`config.mk`:
```
export PLATFORM = sky130hd
export DESIGN_NAME = cve2_multdiv_arbiter
export DESIGN_NICKNAME = d
export VERILOG_FILES = /design/src/rtl/cve2_pkg.sv /design/src/rtl/cve2_rr_arb2.sv /design/src/rtl/cve2_multdiv_arbiter.sv
export SDC_FILE = /design/constraint.sdc
export NUM_CORES = 1
export LEC_CHECK = 0
export ABC_AREA = 1
export CAP_MARGIN = 30
export CORE_ASPECT_RATIO = 1.5
export CORE_MARGIN = 2
export CORE_UTILIZATION = 38
export CTS_BUF_LIST = sky130_fd_sc_hd__clkbuf_8
export DETAILED_ROUTE_END_ITERATION = 10
export PLACE_DENSITY = 0.79
export REMOVE_ABC_BUFFERS = 1
export SLEW_MARGIN = 20
export SYNTH_ARGS = -nofsm -noshare
export SYNTH_HDL_FRONTEND = slang
export SYNTH_SLANG_ARGS = --single-unit
export TNS_END_PERCENT = 30
```
`constraint.sdc`:
```
create_clock -name clk_i -period 3.15 [get_ports clk_i]
set_input_delay 0.315 -clock clk_i [delete_from_list [all_inputs] [get_ports clk_i]]
set_output_delay 0.315 -clock clk_i [all_outputs]
set_load 0.005 [all_outputs]
```
`src/rtl/cve2_pkg.sv`:
```
// Shared types for the CVE2 mult/div arbitration slice.
// Holds operator encodings and the arbiter FSM state enum.
package cve2_pkg;

   localparam int unsigned MD_W = 32;

   typedef enum logic [1:0] {
      MD_OP_MULL = 2'd0,
      MD_OP_MULH = 2'd1,
      MD_OP_DIV  = 2'd2,
      MD_OP_REM  = 2'd3
   } md_op_e;

   typedef enum logic [1:0] {
      ST_IDLE = 2'd0,
      ST_BUSY = 2'd1,
      ST_RESP = 2'd2
   } md_state_e;

endpackage

```
`src/rtl/cve2_rr_arb2.sv`:
```
// Two-way round-robin grant with last-grant memory.
// Ports: clk, rst (async, active-high), req[1:0] in, gnt[1:0] out (one-hot or 0).
module cve2_rr_arb2 (
   input  logic       clk,
   input  logic       rst,
   input  logic [1:0] req,
   output logic [1:0] gnt
);

   // Index of the requester granted most recently; reset to 1 so
   // requester 0 wins the first tie.
   logic last;

   always_comb begin
      gnt = 2'b00;
      unique case (req)
         2'b01:   gnt = 2'b01;
         2'b10:   gnt = 2'b10;
         2'b11:   gnt = last ? 2'b01 : 2'b10;
         default: gnt = 2'b00;
      endcase
   end

   always_ff @(posedge clk or posedge rst) begin
      if (rst) begin
         last <= 1'b1;
      end else if (|gnt) begin
         last <= gnt[1];
      end
   end

endmodule

```
`src/rtl/cve2_multdiv_arbiter.sv`:
```
// Arbitrates the core ID stage (req 0) and an accelerator (req 1) onto one
// shared mult/div unit, with timeout-abort and kill for requester 0.
// Ports: clk_i, rst_i (async high); req_* valid/ready/op/signed/a/b per lane;
// kill_i; resp_valid_o/resp_ready_i per lane with shared resp_data_o/resp_err_o;
// unit drive (mult/div en/sel, operator, signed mode, operands, ready_id);
// unit_valid_i/unit_result_i back from the unit.
module cve2_multdiv_arbiter
   import cve2_pkg::*;
#(
   parameter int unsigned TIMEOUT_CYCLES = 64
) (
   input  logic        clk_i,
   input  logic        rst_i,
   input  logic [1:0]  req_valid_i,
   output logic [1:0]  req_ready_o,
   input  logic [3:0]  req_op_i,
   input  logic [3:0]  req_signed_i,
   input  logic [63:0] req_a_i,
   input  logic [63:0] req_b_i,
   input  logic        kill_i,
   output logic [1:0]  resp_valid_o,
   input  logic [1:0]  resp_ready_i,
   output logic [31:0] resp_data_o,
   output logic        resp_err_o,
   output logic        mult_en_o,
   output logic        div_en_o,
   output logic        mult_sel_o,
   output logic        div_sel_o,
   output logic [1:0]  operator_o,
   output logic [1:0]  signed_mode_o,
   output logic [31:0] op_a_o,
   output logic [31:0] op_b_o,
   output logic        multdiv_ready_id_o,
   input  logic        unit_valid_i,
   input  logic [31:0] unit_result_i
);

   localparam logic [6:0] TMO_LAST = 7'(TIMEOUT_CYCLES - 1);

   md_state_e   state;
   md_state_e   state_nx;
   logic        owner;
   md_op_e      op;
   logic [1:0]  sgn;
   logic [31:0] a;
   logic [31:0] b;
   logic [31:0] result;
   logic        err;
   logic [6:0]  cnt;

   logic [1:0]  arb_req;
   logic [1:0]  gnt;
   logic        accept;
   logic        kill_own;
   logic        timeout;
   logic        busy;

   // A kill in IDLE only masks requester 0; the accelerator may still win.
   assign arb_req = (state == ST_IDLE) ? (req_valid_i & {1'b1, ~kill_i}) : 2'b00;

   cve2_rr_arb2 u_arb (
      .clk (clk_i),
      .rst (rst_i),
      .req (arb_req),
      .gnt (gnt)
   );

   assign req_ready_o = gnt;
   assign accept      = |gnt;
   assign busy        = (state == ST_BUSY);
   assign kill_own    = kill_i & ~owner & (state != ST_IDLE);
   assign timeout     = (cnt == TMO_LAST);

   always_comb begin
      state_nx = state;
      unique case (state)
         ST_IDLE: begin
            if (accept) state_nx = ST_BUSY;
         end
         ST_BUSY: begin
            if (kill_own)          state_nx = ST_IDLE;
            else if (unit_valid_i) state_nx = ST_RESP;
            else if (timeout)      state_nx = ST_RESP;
         end
         ST_RESP: begin
            if (kill_own)                 state_nx = ST_IDLE;
            else if (resp_ready_i[owner]) state_nx = ST_IDLE;
         end
         default: state_nx = ST_IDLE;
      endcase
   end

   always_ff @(posedge clk_i or posedge rst_i) begin
      if (rst_i) begin
         state <= ST_IDLE;
      end else begin
         state <= state_nx;
      end
   end

   always_ff @(posedge clk_i or posedge rst_i) begin
      if (rst_i) begin
         owner  <= 1'b0;
         op     <= MD_OP_MULL;
         sgn    <= 2'b00;
         a      <= '0;
         b      <= '0;
         result <= '0;
         err    <= 1'b0;
         cnt    <= '0;
      end else if (accept) begin
         owner <= gnt[1];
         op    <= md_op_e'(gnt[1] ? req_op_i[3:2] : req_op_i[1:0]);
         sgn   <= gnt[1] ? req_signed_i[3:2] : req_signed_i[1:0];
         a     <= gnt[1] ? req_a_i[63:32] : req_a_i[31:0];
         b     <= gnt[1] ? req_b_i[63:32] : req_b_i[31:0];
         cnt   <= '0;
      end else if (busy) begin
         cnt <= cnt + 7'd1;
         if (!kill_own) begin
            if (unit_valid_i) begin
               result <= unit_result_i;
               err    <= 1'b0;
            end else if (timeout) begin
               result <= '0;
               err    <= 1'b1;
            end
         end
      end
   end

   // Unit drive comes only from the registered request while BUSY.
   always_comb begin
      mult_en_o     = 1'b0;
      div_en_o      = 1'b0;
      mult_sel_o    = 1'b0;
      div_sel_o     = 1'b0;
      operator_o    = 2'b00;
      signed_mode_o = 2'b00;
      op_a_o        = '0;
      op_b_o        = '0;
      if (busy) begin
         operator_o    = op;
         signed_mode_o = sgn;
         op_a_o        = a;
         op_b_o        = b;
         unique case (op)
            MD_OP_MULL, MD_OP_MULH: begin
               mult_en_o  = 1'b1;
               mult_sel_o = 1'b1;
            end
            MD_OP_DIV, MD_OP_REM: begin
               div_en_o  = 1'b1;
               div_sel_o = 1'b1;
            end
            default: ;
         endcase
      end
   end

   assign multdiv_ready_id_o = busy & unit_valid_i & ~kill_own;

   // A killed response must not complete a handshake in the kill cycle.
   always_comb begin
      resp_valid_o = 2'b00;
      resp_data_o  = '0;
      resp_err_o   = 1'b0;
      if (state == ST_RESP) begin
         resp_data_o = result;
         resp_err_o  = err;
         if (!kill_own) resp_valid_o = owner ? 2'b10 : 2'b01;
      end
   end

endmodule

```
### Yosys cells after proc, flatten, opt, wreduce, memory -nomap -nowiden

Index checks and enable logic that the tools add are counted.

* add/sub/neg operators: 1
* magnitude comparators: 1
* equal/unequal tests: 12
* multiplexer cells: 35
* bitwise gates (word level): 9
* reduce and logical (&&, ||, !) cells: 10

Operators by type and width (count)
* $mux 32: 7
* $mux 2: 15
* $mux 7: 2
* $pmux 2 s3: 2
* $eq 2x2->1 const B: 5
* $mux 1: 9
* $add 7x1->7 const B: 1
* $eq 7x6->1 const B: 1
* $eq 2x1->1 const B: 3
* $reduce_bool 2->1: 3
* $reduce_or 2->1: 3
* $and 1x1->1: 4
* $logic_not 2->1: 2
* $ne 4x4->1 const B: 1
* $not 1->1: 4
* $reduce_and 4->1: 1
* $ne 3x3->1 const B: 1
* $reduce_and 3->1: 1
* $and 2x2->2: 1
* $lt 1x2->1 const B: 1
* $ne 2x2->1 const B: 1

* register bits after elaboration: 112
* output and inout port bits: 110

### Depth between registers and ports, before layout

* depth after elaboration: 8
* depth in mapped cells: 9
* depth with buffers taken out: 8

### Modules after synthesis

A second synthesis with hierarchy kept.

* cells, all modules: 765
* area total of the unflattened synthesis: 5726.7 um2

By module, submodules not included
* cve2_multdiv_arbiter: times used 1, cells each 753, area an instance 5657.9 um2, sequential area each 2777.7 um2
* cve2_rr_arb2: times used 1, cells each 12, area an instance 68.8 um2, sequential area each 26.3 um2

### Least setup slack after synthesis

No wires, ideal clock.

* path type: reg2out
* from: register state[0]
* to: output port div_sel_o
* arrival time: 1.198 ns
* setup slack: 1.637 ns
* cell stages (with the launch flop): 6
* buffers on the path: 3
* cells stage by stage: dfrtp_1 -> nand2_1 -> buf_2 -> clkbuf_1 -> nor2_1 -> buf_4

* cells in the longest elaborated chain, start to end: 2

RTL lines
* start, declared: line cve2_multdiv_arbiter.sv:40 `md_state_e state;`
* start signal, assigned: line cve2_multdiv_arbiter.sv:97 `state <= state_nx;`
* $eq 2x1->1: line cve2_multdiv_arbiter.sv:70 `assign busy = (state == ST_BUSY);`
* $mux 1
* end, declared: line cve2_multdiv_arbiter.sv:28 `output logic div_sel_o,`

Every way passes these cells.

### Worst setup path in the final report

* from: register state[1]
* to: output port div_en_o

* cells in the longest elaborated chain, start to end: 2

RTL lines
* $eq 2x1->1: line cve2_multdiv_arbiter.sv:70
* $mux 1: line cve2_multdiv_arbiter.sv:142 `if (busy) begin`
* end, declared: line cve2_multdiv_arbiter.sv:26 `output logic div_en_o,`

Every way passes these cells.

==> flow_summary.ini <==
[worst_setup_path]
max_stage_delay_ns = 0.55
cp.arrival_ns = 2.32
crit_buf_inv = 3
crit_required_ns = 2.83
startpoint_type = flop
end_kind = primary output
crit_fanout = 39
critical_path_depth = 5
crit_type = reg -> out
path_cells = inv_1, nand2_2, buf_4, nor2_1, clkdlybuf4s50_1
rr_worst_depth = 8
path_delay_family = buffers and inverters
slowest_stage = clkdlybuf4s50_1

[clock_tree]
clkLatencyLatePin_ns = 0.36
htree_levels = 3
post_cts_resized = 0
cts_setup_buffers = 0
cts_tree = yes
clkTransAtPathRegs_ns = 0.11
postCtsHoldBufs = 0
cts_buffer_depth = 2
cts_buffers = 9
clockRootBuffer = clkbuf_8
cts_sinks = 112

[synth]
synth_area_leader_cell = dfrtp_1
synth_top_family_by_area = simple AND/OR/NAND/NOR gates
synthTopCellsByArea = dfrtp_1 (48%), nand2_1 (16%), nand3_1 (13%), nor2_1 (7.5%), inv_1 (7.4%)
ys_types = 23
synth.top_cell.area_share_pct = 48.3
synth-simple-area-share_pct = 37.8
syn_avg_cell_area_um2 = 7.10
synth_fa_ha_area_share_pct = 0.218
ys.flop_type = dfrtp_1
synth-xor-area-share_pct = 0
synth-compound-area-share_pct = 0.784
synthCells = 810
synth_seq_area_share_pct = 48.8
synth_edf_count = 0
synth_area_mm2 = 0.00575
yosys_warnings = 0
yosysMostFrequentCell = nand2_1
ys_async_sr_fraction_pct = 100
synth_mux_area_share_pct = 0
synth_commonest_cells = nand2_1 (251), nand3_1 (145), nor2_1 (115)
synth-seq-cells = 112

[sta]
setup_viol_count_final = 0
skew_ns = 0.0120
fmax_mhz = 379
maxSlewHeadroom_pct = 55.4
tns_ns = 0
hold_viol = 0
finalCritPeriodShare_pct = 83.8
period_needed_ns = 2.64
final-max-slew-violation-count = 0
tightest_slew_ns = 0.669
rsz0062_at_grt = no

[pwr]
intPower_mw = 4.33
p_per_area_mw_per_mm2 = 812
p_comb_share_pct = 53.3
p_clk_share_pct = 12.0
p_switching_mw = 2.91
seqPwrFrac_pct = 34.7
p_leak_nw = 4.30
netSwitchingFraction_pct = 40.2
irDropWorstVdd_v = 0.000386

[floorplan]
die_x_um = 104
die_area_mm2 = 0.0161
design.portCount = 286
fp-row-count = 55
die_h_um = 155
floorplan.initialDensity_pct = 38.5
core-area_mm2 = 0.0149

[global_routing]
grt_pass1_vias = 5806
antenna_found_initial = 0
grt_max_degree = 69
grt_pass1_wl_um = 28800
grt_overflow = 0
grt_use_total_pct = 22.5

[drt]
post_drt_wl_per_cell_um = 14.4
postRouteAntennaNets = 0
drc_errors = 0
routed_via_density = 4.64
drt_iter0_markers = 308
via_count = 5917
firstDrtPassIters = 7
routed_wl_um = 18400

[place]
portBuffers = 285
place.gp.congestion = 0.854
dp_hpwl_um = 13400

[cells_and_area]
drive_gt1_share_pct = 3.63
fin_util_pct = 59.7
nets = 1247
antenna_cells = 0
area_growth_syn_to_layout_pct = 55.1

[run_status]
outcome = finished, final reports clean

[run]
max_cap_violations = 0

[worst_hold_path]
hold_class = in -> async
-- flip-flops by register name (all words and copies together) (netlist names) --
name	cells
u_arb.last	1
err	1
owner	1
cnt	7
a	32
sgn	2
b	32
result	32
op	2
state	2
-- worst reg2reg max path: cells and delay by family, from the launching register on --
kind                   cells  cell delay, ns
and+or+nand+nor            5            0.90
DFF                        1            0.44
buffers and inverters      3            0.53
-- power by group through the flow --
stage / clock network (mW) / logic [mW] / registers, mW
after CTS: 0.902 / 3.91 / 2.51
after floorplan: 0 / 1.98 / 2.43
after global routing: 0.960 / 4.32 / 2.59
final: 0.871 / 3.85 / 2.51
after detailed placement: 0 / 3.90 / 2.53
after global placement: 0 / 3.82 / 2.52
-- placed cells by master (no fill, tap or decap) --
master,instances
clkinvlp_4,1
buf_4,9
inv_1,114
nor2_1,115
nor3b_1,3
dfstp_2,1
clkinv_1,1
nand2_1,249
clkbuf_8,10
o21ai_0,6
nor2_2,1
bufinv_16,1
a21oi_1,3
buf_12,3
nand3_1,145
nand4_1,1
clkinv_4,1
clkinv_2,2
nand2_2,3
nor3_1,2
inv_2,4
inv_4,1
nand2_4,1
ha_1,1
nor2_4,1
dfrtp_1,111
clkdlybuf4s50_1,285
-- routing by layer --
metal	up-vias	global-route usage, %	wire [um]
met1	2679	26.2	7320
met5	-	0	0
met4	0	9.27	639
met2	241	39.2	9230
met3	36	5.77	1210
li1	2961	-	-
-- cell families (layout without fill, tap and decap cells) --
| family | after synthesis | count (layout) |
|---|---|---|
| AO/OA/AOI/OAI | 9 | 9 |
| adder cells (fa/ha/maj) | 1 | 1 |
| buffers and inverters | 167 | 432 |
| flip-flops | 112 | 112 |
| AND/OR/NAND/NOR | 521 | 521 |
-- stage by stage --
stage | instance area, um2 | power (mW) | hold WS (ns) | setup WS, ns | std cells
final | 8920 | 7.24 | 0.376 | 0.511 | 1274
after global routing | 8920 | 7.87 | 0.412 | 0.362 | 1274
after CTS | 8920 | 7.32 | 0.395 | 0.435 | 1274
after detailed placement | 8720 | 6.43 | 0.458 | 0.862 | 1258
after global placement | 8720 | 6.34 | 0.453 | 0.898 | 1258
after floorplan | 5480 | 4.41 | 0.432 | -0.122 | 762
-- final cells by class --
type	instances	area, um2
Fill cell	1377	6020
Timing Repair Buffer	297	2980
Clock buffer	10	138
Tap cell	199	249
Multi-Input combinational cell	531	2240
Inverter	119	449
Sequential cell	112	2800
Clock inverter	6	60.1
-- worst paths after layout --
path / from / endpoint / slack [ns]
setup / recovery: state[1] / div_en_o / 0.51
hold / removal: rst_i / result[22] / 0.38
setup reg to reg: state[0] / a[18] / 1.23
hold reg to reg: result[3] / result[3] / 0.48
max in group asynchronous: rst_i / u_arb.last / 1.97
min in group clk_i: result[3] / result[3] / 0.48
No activity file was read; power rests on OpenSTA's default activity.
